File: src/rtl/hack_pkg.sv
// Shared definitions for the Hack CPU family: instruction bit positions,
// stall-FSM state encoding and the jump-condition helper.
package hack_pkg;

  localparam int A_BIT  = 12;
  localparam int ZX     = 11;
  localparam int NX     = 10;
  localparam int ZY     = 9;
  localparam int NY     = 8;
  localparam int F      = 7;
  localparam int NO     = 6;
  localparam int DEST_A = 5;
  localparam int DEST_D = 4;
  localparam int DEST_M = 3;
  localparam int J1     = 2;
  localparam int J2     = 1;
  localparam int J3     = 0;

  typedef enum logic [1:0] {EXEC, WAIT_RD, WAIT_WR} cpu_state_t;

  // j = {j1, j2, j3}: jump on negative, zero, strictly positive.
  function automatic logic jumpTaken(input logic [2:0] j, input logic zr, input logic ng);
    return (j[2] && ng) || (j[1] && zr) || (j[0] && !zr && !ng);
  endfunction

endpackage

File: src/rtl/hack_alu.sv
// Standard Hack ALU, DATA_W wide, purely combinational (modulo 2^DATA_W).
module hack_alu #(
  parameter int DATA_W = 16
) (
  input  logic signed [DATA_W-1:0] x,
  input  logic signed [DATA_W-1:0] y,
  input  logic                     zx,
  input  logic                     nx,
  input  logic                     zy,
  input  logic                     ny,
  input  logic                     f,
  input  logic                     no,
  output logic signed [DATA_W-1:0] out,
  output logic                     zr,
  output logic                     ng
);

  logic signed [DATA_W-1:0] xz, xn, yz, yn, fOut;

  always_comb begin
    xz   = zx ? '0 : x;
    xn   = nx ? ~xz : xz;
    yz   = zy ? '0 : y;
    yn   = ny ? ~yz : yz;
    fOut = f ? (xn + yn) : (xn & yn);
    out  = no ? ~fOut : fOut;
    zr   = (out == '0);
    ng   = (out < 0);
  end

endmodule

File: src/rtl/hack_cpu_mem.sv
// Hack CPU with ready-based fetch and variable-latency data memory.
// Optional halt-on-self-jump detection is built when HACK_CPU_HALT_EN is defined.
module hack_cpu_mem
  import hack_pkg::*;
#(
  parameter int DATA_W = 16,
  parameter int ADDR_W = 15
) (
  input  logic              clk,
  input  logic              reset,
  input  logic [DATA_W-1:0] instruction,
  input  logic              instr_valid,
  output logic              instr_ready,
  input  logic [DATA_W-1:0] inM,
  input  logic              mem_ready,
  output logic [DATA_W-1:0] outM,
  output logic [ADDR_W-1:0] addressM,
  output logic              writeM,
  output logic              readM,
  output logic [ADDR_W-1:0] pc,
  output logic              halted
);

  cpu_state_t               state, nextState;
  logic signed [DATA_W-1:0] aReg, dReg, mQ, yOp, aluOut;
  logic [ADDR_W-1:0]        pcReg;
  logic                     zr, ng, commit, latchM, haltQ;
  logic                     isC, needRd, needWr, jump;
  logic [2:0]               jBits;

  assign isC    = instruction[DATA_W-1];
  assign needRd = isC && instruction[A_BIT];
  assign needWr = isC && instruction[DEST_M];
  assign jBits  = {instruction[J1], instruction[J2], instruction[J3]};
  assign jump   = isC && jumpTaken(jBits, zr, ng);

  // Once the read has landed in mQ, the write phase must not depend on inM.
  assign yOp = !instruction[A_BIT] ? aReg :
               (state == WAIT_WR)  ? mQ   : $signed(inM);

  hack_alu #(.DATA_W(DATA_W)) uAlu (
    .x  (dReg),
    .y  (yOp),
    .zx (instruction[ZX]),
    .nx (instruction[NX]),
    .zy (instruction[ZY]),
    .ny (instruction[NY]),
    .f  (instruction[F]),
    .no (instruction[NO]),
    .out(aluOut),
    .zr (zr),
    .ng (ng)
  );

  always_comb begin
    nextState = state;
    commit    = 1'b0;
    latchM    = 1'b0;
    readM     = 1'b0;
    writeM    = 1'b0;
    if (!haltQ) begin
      case (state)
        EXEC: begin
          if (instr_valid) begin
            if (needRd) begin
              readM = 1'b1;
              if (!mem_ready)  nextState = WAIT_RD;
              else if (needWr) begin
                latchM    = 1'b1;
                nextState = WAIT_WR;
              end else         commit = 1'b1;
            end else if (needWr) begin
              writeM = 1'b1;
              if (mem_ready) commit = 1'b1;
              else           nextState = WAIT_WR;
            end else begin
              commit = 1'b1;
            end
          end
        end
        WAIT_RD: begin
          readM = 1'b1;
          if (mem_ready) begin
            if (needWr) begin
              latchM    = 1'b1;
              nextState = WAIT_WR;
            end else begin
              commit    = 1'b1;
              nextState = EXEC;
            end
          end
        end
        WAIT_WR: begin
          writeM = 1'b1;
          if (mem_ready) begin
            commit    = 1'b1;
            nextState = EXEC;
          end
        end
        default: nextState = EXEC;
      endcase
    end
  end

  always_ff @(posedge clk) begin
    if (reset) begin
      state <= EXEC;
      aReg  <= '0;
      dReg  <= '0;
      mQ    <= '0;
      pcReg <= '0;
    end else begin
      state <= nextState;
      if (latchM) mQ <= $signed(inM);
      if (commit) begin
        if (!isC) begin
          aReg <= {1'b0, instruction[DATA_W-2:0]};
        end else begin
          if (instruction[DEST_A]) aReg <= aluOut;
          if (instruction[DEST_D]) dReg <= aluOut;
        end
        pcReg <= jump ? aReg[ADDR_W-1:0] : pcReg + ADDR_W'(1);
      end
    end
  end

`ifdef HACK_CPU_HALT_EN
  always_ff @(posedge clk) begin
    if (reset)
      haltQ <= 1'b0;
    else if (commit && isC && (jBits == 3'b111) && (aReg[ADDR_W-1:0] == pcReg))
      haltQ <= 1'b1;
  end
`else
  assign haltQ = 1'b0;
`endif

  assign halted      = haltQ;
  assign instr_ready = commit;
  assign outM        = aluOut;
  assign addressM    = aReg[ADDR_W-1:0];
  assign pc          = pcReg;

endmodule

File: config.mk
export PLATFORM = sky130hd
export DESIGN_NAME = hack_cpu_mem
export DESIGN_NICKNAME = d
export VERILOG_FILES = /design/src/rtl/hack_pkg.sv /design/src/rtl/hack_alu.sv /design/src/rtl/hack_cpu_mem.sv
export SDC_FILE = /design/constraint.sdc
export NUM_CORES = 1
export LEC_CHECK = 0
export CORE_MARGIN = 4
export CORE_UTILIZATION = 56
export DETAILED_ROUTE_END_ITERATION = 10
export PLACE_DENSITY = 0.89
export SYNTH_ARGS = -nofsm -noshare
export SYNTH_HDL_FRONTEND = slang
export SYNTH_SLANG_ARGS = --single-unit
export TNS_END_PERCENT = 50
File: constraint.sdc
create_clock -name clk -period 7 [get_ports clk]
set_clock_uncertainty 0.1 [all_clocks]
set_input_delay 1.4 -clock clk [delete_from_list [all_inputs] [get_ports clk]]
set_output_delay 1.4 -clock clk [all_outputs]
set_load 0.02 [all_outputs]
==> results of run 1 <==
-- per-layer routing --
metal  GRT usage [%]  part of all wire, %
met5               0                    0
met4            12.3                  3.7
met3            4.60                  7.9
met2            46.4                   47
met1            35.9                   41
-- worst min-delay path by stage --
stage	start	to	slack [ns]	cells after the start
floorplan	mQ[0]	mQ[0]	0.34	2
global placement	mQ[14]	mQ[14]	0.34	2
detailed placement	dReg[13]	dReg[13]	0.35	2
CTS	dReg[13]	dReg[13]	0.36	2
global route	mQ[9]	mQ[9]	0.38	2
finish	dReg[4]	dReg[4]	0.35	2
-- worst max-delay path: cells and delay by family --
family / cells / cell delay, ns
buffers and inverters: 3 / 1.40
AO/OA/AOI/OAI: 5 / 1.22
XOR/XNOR: 2 / 0.68
adder cells (fa/ha/maj): 1 / 0.32
AND/OR/NAND/NOR: 2 / 0.26
-- flip-flops by register name, indices dropped and copies added (netlist names) --
signal and count:
aReg 16, pc 15, dReg 16, mQ 16
state 2
-- cell usage after synthesis, drive strengths merged (13+ instances only) --
cell    number
buf         30
xor2        18
ha          17
o211ai      27
o21ai       13
a211oi      35
nand2b      33
mux2i       28
nor2        61
dfxtp       65
a21oi       56
nor3        15
nor4b       14
nand2       78
xnor2       32
clkbuf      40
and3        14
nand3b      19
-- cell families after synthesis --
family          count (synthesis)  synth area share (%)
buf+inv                        83                  7.41
fa+ha+maj                      18                  4.15
other cells                     1                0.0669
mux                            29                  5.27
flops                          65                  23.2
simple gates                  288                  27.5
xor+xnor                       50                  7.95
compound gates                184                  24.4
-- report_power, final --
group,switching [mW],internal (mW),total [mW]
registers,0.0299,0.394,0.424
logic,0.380,0.277,0.657
clock network,0.145,0.128,0.272
total,0.555,0.799,1.35
-- through the flow --
step | cells | setup WS, ns | hold slack (ns)
floorplan | 718 | 1.05 | 0.336
global placement | 892 | 0.276 | 0.342
detailed placement | 892 | 0.197 | 0.347
CTS | 908 | 0.152 | 0.357
global route | 908 | 0.0662 | 0.376
finish | 908 | 0.221 | 0.355
-- area by class of cell --
type,instances,share of cell area (%)
clock buffers,13,2.10
clock inverters,3,0.264
inverters,13,0.736
multi-input cells,570,58.9
flip-flops and latches,65,19.6
well taps,133,2.51
repair buffers,111,15.9
-- timing repair --
item,in CTS,in global routing
resized for setup,0,4
buffers inserted,0,0
endpoints found under the setup margin,0,3
endpoints found under the hold margin,0,0
==> flow_summary.ini, run 1 <==
[floorplan]
die_x_um = 108
placeableCoreArea_sq_um = 9770
io_pins = 86
start_util_pct = 57.3
num_rows = 36
die_h_um = 108
die_area_sq_um = 11700

[setup_path]
crit-reg2reg-launch = state[0]
path_max_fanout = 37
cp_data_arrival_time_ns = 5.28
reg2reg_depth = 17
critPathMostFrequentCell = clkdlybuf4s50_1
rrSetupSlack_ns = 1.51
crit_path_top_delay_cell = clkdlybuf4s50_1
path_class = primary input to output port
crit_path_start_kind = primary input
crit_start = instruction[12]
endpoint_kind = output port
cp_cell_sequence = clkdlybuf4s50_1, buf_12, nor2_1, a211oi_1, xor2_1, ha_1, a211oi_2, o211ai_2, a311oi_2, or4_1, o311ai_2, xnor2_2, clkdlybuf4s50_1
cp-endpoint = outM[11]
slowest_delay_ns = 0.69
cp.required_ns = 5.50
r2r_end = pc[0]

[sta]
rsz0062_at_grt = false
slew_headroom_pct = 49.0
fin_crit_sh_pct = 96.8
hold_violations = 0
setup_viol = 0
worst-slew-pin-transition_ns = 0.765
slew_viol_final = 0
min_period_ns = 6.78
fmax_mhz = 148
tns_ns = 0

[synth]
synth_edf_count = 0
synth_ff_type = dfxtp_1
synth_area_sq_um = 5600
yosys.cell_types.count = 77
synth_seq_cells = 65
syn_nets = 772
synth_top_area_cell = dfxtp_1
synth_area_leaders = dfxtp_1 (23%), nand2_1 (5.2%), a21oi_1 (5.0%)
yosysSeqAreaShare_pct = 23.2
synth_top_area_share_pct = 23.2
syn_inst = 718
synthArstFlopShare_pct = 0
avgSynthCellArea_sq_um = 7.80
yosysWarnings = 0

[route]
first_iter_violations = 449
vias = 5741
drtAntennaViolNets = 0
drt_wl_total_mm = 16.5
drtPass1Iterations = 5
wl_per_cell_um = 18.2
drc_errors = 0
via_per_inst = 6.32

[global_routing]
globalRouteOverflowTotal = 0
grt_max_degree = 61
grt_pass1_vias = 5270
grt.total_usage_pct = 28.0
antenna_found_initial = 0
grt_pass1_wl_mm = 26.1

[min_path]
hp-class = flop to flop

[cts]
clockBufferDepth = 2
htree_levels = 3
cts_hold_buf = 0
cts_tree = yes
numCtsBuffers = 9
clkTransAtPathRegs_ns = 0.06
clock-root-buffer = clkbuf_8
cts_sinks = 65
clock_latency_ns = 0.36

[run]
max-cap-violations = 0

[finish]
stdcell_area_sq_um = 6630
antenna-diode-count = 0
final_common_cell = clkdlybuf4s50_1
final_core_utilization_pct = 67.8
drive_gt1_share_pct = 9.29
multi_input_area_sq_um = 3900
final_cell_mix = clkdlybuf4s50_1 (82), nand2_1 (78), dfxtp_1 (65), nor2_1 (60), a21oi_1 (56)
syn2layout_area_growth_pct = 18.3
nets = 824
fill_cells = 810
seqCellArea_sq_um = 1300

[placement]
dp_hpwl_mm = 12.3
dpl-instance-area_sq_um = 6460
numPortBuffers = 84
place.gp.congestion = 0.992

[power]
powerDensity_nw_per_um2 = 204
p_leak_nw = 2.47
vdd_ir_drop_max_uv = 97.8
p_total_mw = 1.35

[run_status]
status = complete, no violations
No activity file was read; power rests on OpenSTA's default activity.
==> inputs of run 2 (changes only) <==
- CORE_UTILIZATION: 56 -> 55
- SYNTH_HIERARCHICAL: default -> 1
==> flow_summary.ini, run 2 <==
[finish]
nets = 817
antenna-diode-count = 0
instances_no_fill = 897
final_core_utilization_pct = 69.1
final_cell_mix = nand2_1 (91), clkdlybuf4s50_1 (83), a21oi_1 (76), dfxtp_1 (65), mux2i_1 (51)
reg_top3 = aReg x16, dReg x16, mQ x16
final_common_cell = nand2_1
drive_gt1_share_pct = 8.20
syn2layout_area_growth_pct = 20.5

[route]
drt_wl_total_mm = 16.6
drtPass1Iterations = 6
vias = 5584
via_per_inst = 6.23
wl_per_cell_um = 18.5
drc_errors = 0
first_iter_violations = 487
drtAntennaViolNets = 0

[setup_path]
cp_cell_sequence = clkdlybuf4s50_1, buf_4, nor2_1, a21oi_1, nand2b_1, xnor2_1, ha_1, inv_1, nor2_1, a211oi_2, o311ai_0, o221ai_1, xnor2_1, clkdlybuf4s50_1
slowest_delay_ns = 0.68
worst-path-buf-inv = 4
path_class = primary input to output port
crit_family = buffers and inverters
cp_data_arrival_time_ns = 5.28
endpoint_kind = output port
crit_path_start_kind = primary input
crit_path_top_delay_cell = clkdlybuf4s50_1
path_max_fanout = 21
cp.required_ns = 5.50
cp_num_cells = 14
reg2reg_depth = 20

[min_path]
hp-class = flop to flop
whs_path_depth = 2

[synth]
synth_area_sq_um = 5400
synth_seq_cells = 65
yosys.cell_types.count = 76
synthArstFlopShare_pct = 0
synthTopCellsByCount = nand2_1 (91), a21oi_1 (76), dfxtp_1 (65), mux2i_1 (51), xnor2_1 (47)
avgSynthCellArea_sq_um = 7.64
synth_area_leaders = dfxtp_1 (24%), mux2i_1 (9.5%), xnor2_1 (7.6%)
synth.most_common_cell = nand2_1
yosysWarnings = 6
yosysSeqAreaShare_pct = 24.1
syn_nets = 761
synth_top_area_share_pct = 24.1
synth_edf_count = 0
synth_top_area_cell = dfxtp_1
synth_ff_type = dfxtp_1
syn_inst = 707

[sta]
slew_viol_final = 0
setup_viol = 0
slew_headroom_pct = 24.8
setup_ws_ns = 0.224
fin_crit_sh_pct = 96.8
rsz0062_at_grt = true
hold_violations = 0
fmax_mhz = 148
min_period_ns = 6.78
worst-slew-pin-transition_ns = 1.13
tns_ns = 0

[floorplan]
io_pins = 86
die_h_um = 107
die_area_sq_um = 11500
die_x_um = 107
placeableCoreArea_sq_um = 9420
start_util_pct = 57.3
num_rows = 35

[cts]
clockBufferDepth = 2
clkTransAtPathRegs_ns = 0.08
cts_sinks = 65
cts_tree = yes
clock_latency_ns = 0.35
postCtsSetupBuffers = 0
clock-root-buffer = clkbuf_8
htree_levels = 3
numCtsBuffers = 9

[power]
vdd_ir_drop_max_uv = 117
p_leak_nw = 2.44
powerDensity_nw_per_um2 = 220

[global_routing]
globalRouteOverflowTotal = 0
grt_pass1_vias = 5304
grt.total_usage_pct = 29.1
grt_max_degree = 46
grt_pass1_wl_mm = 27.0
antenna_found_initial = 0

[run]
max-cap-violations = 0

[placement]
placed_cells = 881
place_ws_ns = 0.122
place.gp.congestion = 0.978
numPortBuffers = 84
dp_hpwl_mm = 12.3

[run_status]
status = complete, no violations
-- run 2: cell types whose count changed in the layout (fill, tap and decap cells not counted), moves of 17 or more --
cell,delta
mux2i_1,+23
a21oi_1,+20
nor2_1,-18
xor2_1,-18
nand3b_1,-17
o211ai_1,-17
-- run 2: final cells by class --
type / count / area (sq um)
Inverter: 19 / 73.8
Tap cell: 129 / 161
Clock inverter: 7 / 103
Sequential cell: 65 / 1300
Clock buffer: 9 / 124
Timing Repair Buffer: 109 / 1040
Multi-Input combinational cell: 559 / 3700
Fill cell: 780 / 2910
-- run 2: cells by family after synthesis --
| kind of cell | share of synthesized area (%) |
|---|---|
| simple gates | 23.5 |
| compound gates | 23.3 |
| buf+inv | 7.56 |
| flops | 24.1 |
| mux | 9.46 |
| xor+xnor | 7.62 |
| fa+ha+maj | 4.31 |
| other cells | 0.0695 |
-- run 2: worst min-delay path, delay by kind of cell, from the launching register on --
family,cells,cell delay [ns]
AOI/OAI and AO/OA,1,0.05
DFF,1,0.31
and+or+nand+nor,1,0.05
-- run 2: metal layers --
layer / share of wire, % / GRT usage [%] / vias up
li1: - / - / 2621
met2: 48 / 48.6 / 314
met3: 9.1 / 5.06 / 35
met4: 2.5 / 10.3 / 0
met1: 41 / 37.5 / 2614
met5: 0 / 0 / -
-- run 2: metrics by stage --
step / total power [mW] / hold slack (ns) / area [sq um]
floorplan: 0.833 / 0.335 / 5400
detailed placement: 1.05 / 0.347 / 6270
finish: 1.43 / 0.357 / 6510
global placement: 1.03 / 0.342 / 6270
CTS: 1.42 / 0.359 / 6490
global route: 1.50 / 0.375 / 6510
-- run 2: path summary, 6_finish.rpt --
check	from	to	slack, ns
max reg2reg	state[0]	pc[10]	1.23
min reg2reg	mQ[12]	mQ[12]	0.36
min	mQ[12]	mQ[12]	0.36
max	instruction[12]	outM[15]	0.22
-- run 2: what timing repair did --
| action | CTS | global route |
|---|---|---|
| gates resized for setup | 0 | 3 |
| hold buffers | 0 | 0 |
| endpoints found under the setup margin | 0 | 5 |
-- run 2: report_power, final --
| part | leakage (nW) | internal, mW | total, mW | switching, mW |
|---|---|---|---|---|
| registers | 0.529 | 0.390 | 0.419 | 0.0291 |
| clock network | 0.116 | 0.205 | 0.376 | 0.171 |
| logic | 1.79 | 0.273 | 0.637 | 0.364 |
| total | 2.44 | 0.869 | 1.43 | 0.564 |
==> inputs of run 3 (changes only) <==
- ABC_AREA: default -> 1
- CORE_UTILIZATION: 55 -> 56
==> flow_summary.ini, run 3 <==
[run_status]
status = complete, no violations

[setup_path]
rrSetupSlack_ns = 1.86
reg2reg_depth = 35
cp.required_ns = 5.50
critPathMostFrequentCell = nand2_1
crit_path_start_kind = primary input
path_max_fanout = 32
worst-path-buf-inv = 6
r2r_end = pc[8]
cp_data_arrival_time_ns = 5.00
cp_cell_sequence = clkdlybuf4s50_1, buf_4, o21ai_0, o22ai_1, nand2_1, xor2_1, inv_1, ha_1, nand2_1, nand2_1, inv_2, nand2_2, nand2_1, nand2_1, nand2_1, nand3_1, nand2_1, nand2_1, nand2_1, inv_1, clkdlybuf4s50_1
endpoint_kind = output port
crit-reg2reg-launch = state[0]
crit_family = buffers and inverters
crit_path_top_delay_cell = clkdlybuf4s50_1
path_class = primary input to output port
slowest_delay_ns = 0.65

[min_path]
min_to = aReg[15]
holdCritStartpoint = aReg[15]
whs_path_depth = 2
hp-class = flop to flop

[floorplan]
die_h_um = 109
start_util_pct = 58.1
die_x_um = 109
io_pins = 86
num_rows = 36
placeableCoreArea_sq_um = 9860
die_area_sq_um = 11900

[placement]
place_ws_ns = 0.598
dp_hpwl_mm = 12.5
place.gp.congestion = 0.979
numPortBuffers = 84
dpl-instance-area_sq_um = 6440
placed_cells = 1144

[global_routing]
antenna_found_initial = 0
grt_pass1_wl_mm = 26.7
busiest_layer = met2
grt.total_usage_pct = 28.3
use_met3_pct = 5.62
grt_max_degree = 42
use_met1_pct = 39.5
use_met2_pct = 43.2
grt_pass1_vias = 5582
globalRouteOverflowTotal = 0

[finish]
final_cell_mix = nand2_1 (282), inv_1 (125), nor2_1 (124), nand3_1 (94), clkdlybuf4s50_1 (84)
reg_top3 = aReg x16, dReg x16, mQ x16
multi_input_area_sq_um = 3540
syn2layout_area_growth_pct = 16.5
instances_no_fill = 1160
seqCellArea_sq_um = 1300
final_core_utilization_pct = 67.7
final_common_cell = nand2_1
fill_cells = 868
nets = 1076
stdcell_area_sq_um = 6680
drive_gt1_share_pct = 5.26
antenna-diode-count = 0

[synth]
syn_inst = 973
synth_area_leaders = dfxtp_1 (23%), nand2_1 (18%), nand3_1 (8.2%)
yosys.cell_types.count = 38
synth_seq_cells = 65
synthArstFlopShare_pct = 0
syn_nets = 1027
synthTopCellsByCount = nand2_1 (282), inv_1 (125), nor2_1 (124), nand3_1 (94), dfxtp_1 (65)
synth_ff_type = dfxtp_1
synth_area_sq_um = 5730
avgSynthCellArea_sq_um = 5.89
synth_top_area_share_pct = 22.7
synth_edf_count = 0
yosysSeqAreaShare_pct = 22.7
yosysWarnings = 6
synth.most_common_cell = nand2_1
synth_top_area_cell = dfxtp_1

[sta]
setup_ws_ns = 0.503
setup_viol = 0
holdWs_ns = 0.375
slew_headroom_pct = 52.6
hold_violations = 0
min_period_ns = 6.50
fin_crit_sh_pct = 92.8
slew_viol_final = 0
tns_ns = 0
worst-slew-pin-transition_ns = 0.709
fmax_mhz = 154
rsz0062_at_grt = false

[route]
vias = 6313
wl_per_cell_um = 14.3
via_per_inst = 5.44
drt_wl_total_mm = 16.6
drtAntennaViolNets = 0
drc_errors = 0
drtPass1Iterations = 5
first_iter_violations = 712

[power]
clkPwrFrac_pct = 26.2
p_sw_share_pct = 40.7
seqPwrFrac_pct = 28.4
p_sw_mw = 0.606
internal_power_mw = 0.884
powerDensity_nw_per_um2 = 223
p_total_mw = 1.49
pwr-share-comb_pct = 45.4
vdd_ir_drop_max_uv = 137
p_leak_nw = 3.22

[cts]
clkTransAtPathRegs_ns = 0.07
clock-root-buffer = clkbuf_8
cts_resized = 0
postCtsSetupBuffers = 0
clockBufferDepth = 2
cts_sinks = 65
numCtsBuffers = 9
cts_tree = yes
clock_latency_ns = 0.35
cts_hold_buf = 0
htree_levels = 3

[run]
max-cap-violations = 0
==> run 3: changes by cell type in the layout (fill, tap and decap cells not counted), moves of 39 or more <==
cell	change
a21oi_1	-39
inv_1	+109
nand2_1	+191
nand3_1	+76
nor2_1	+82
o21ai_0	+44
xnor2_1	-46
==> run 3: worst min-delay path, cell delays in order, from the launching register on <==
cell and delay [ns]:
dfxtp_1 0.32, nand2_1 0.06, a21oi_1 0.05
==> run 3: power by group through the flow <==
| stage | Clock (mW) | Sequential, mW | Combinational, mW |
|---|---|---|---|
| detailed placement | 0 | 0.431 | 0.660 |
| CTS | 0.394 | 0.423 | 0.665 |
| finish | 0.391 | 0.424 | 0.676 |
| global placement | 0 | 0.431 | 0.651 |
| global route | 0.410 | 0.427 | 0.745 |
| floorplan | 0 | 0.434 | 0.470 |
==> run 3: cell type report <==
type,instances,area share (%)
clock buffers,9,1.85
clock inverters,7,1.78
inverters,133,7.51
multi-input cells,718,53.1
flip-flops and latches,65,19.5
well taps,133,2.49
repair buffers,95,13.8
==> run 3: worst max-delay path by stage <==
stage,slack (ns),cells past startpoint,to,start
after floorplan,1.83,17,outM[10],instruction[8]
after global placement,0.67,21,outM[5],instruction[12]
after detailed placement,0.60,21,outM[5],instruction[12]
after CTS,0.56,21,outM[5],instruction[12]
after global routing,0.22,21,outM[5],instruction[12]
final,0.50,21,outM[5],instruction[12]
==> run 3: logic make-up after synthesis <==
kind of cell,count (synthesis),share of synthesized area (%)
muxes,14,2.44
and+or+nand+nor,534,39.2
xor gates and xnor gates,36,5.50
buffers and inverters,190,15.5
AOI/OAI and AO/OA,115,10.6
DFF,65,22.7
other,1,0.0654
adders and majority gates,18,4.06
==> run 3: routing by layer <==
layer	share of wire (%)	routed length [um]
met5	0	0
met1	43	7190
met4	2.9	478
met2	44	7310
met3	10	1670
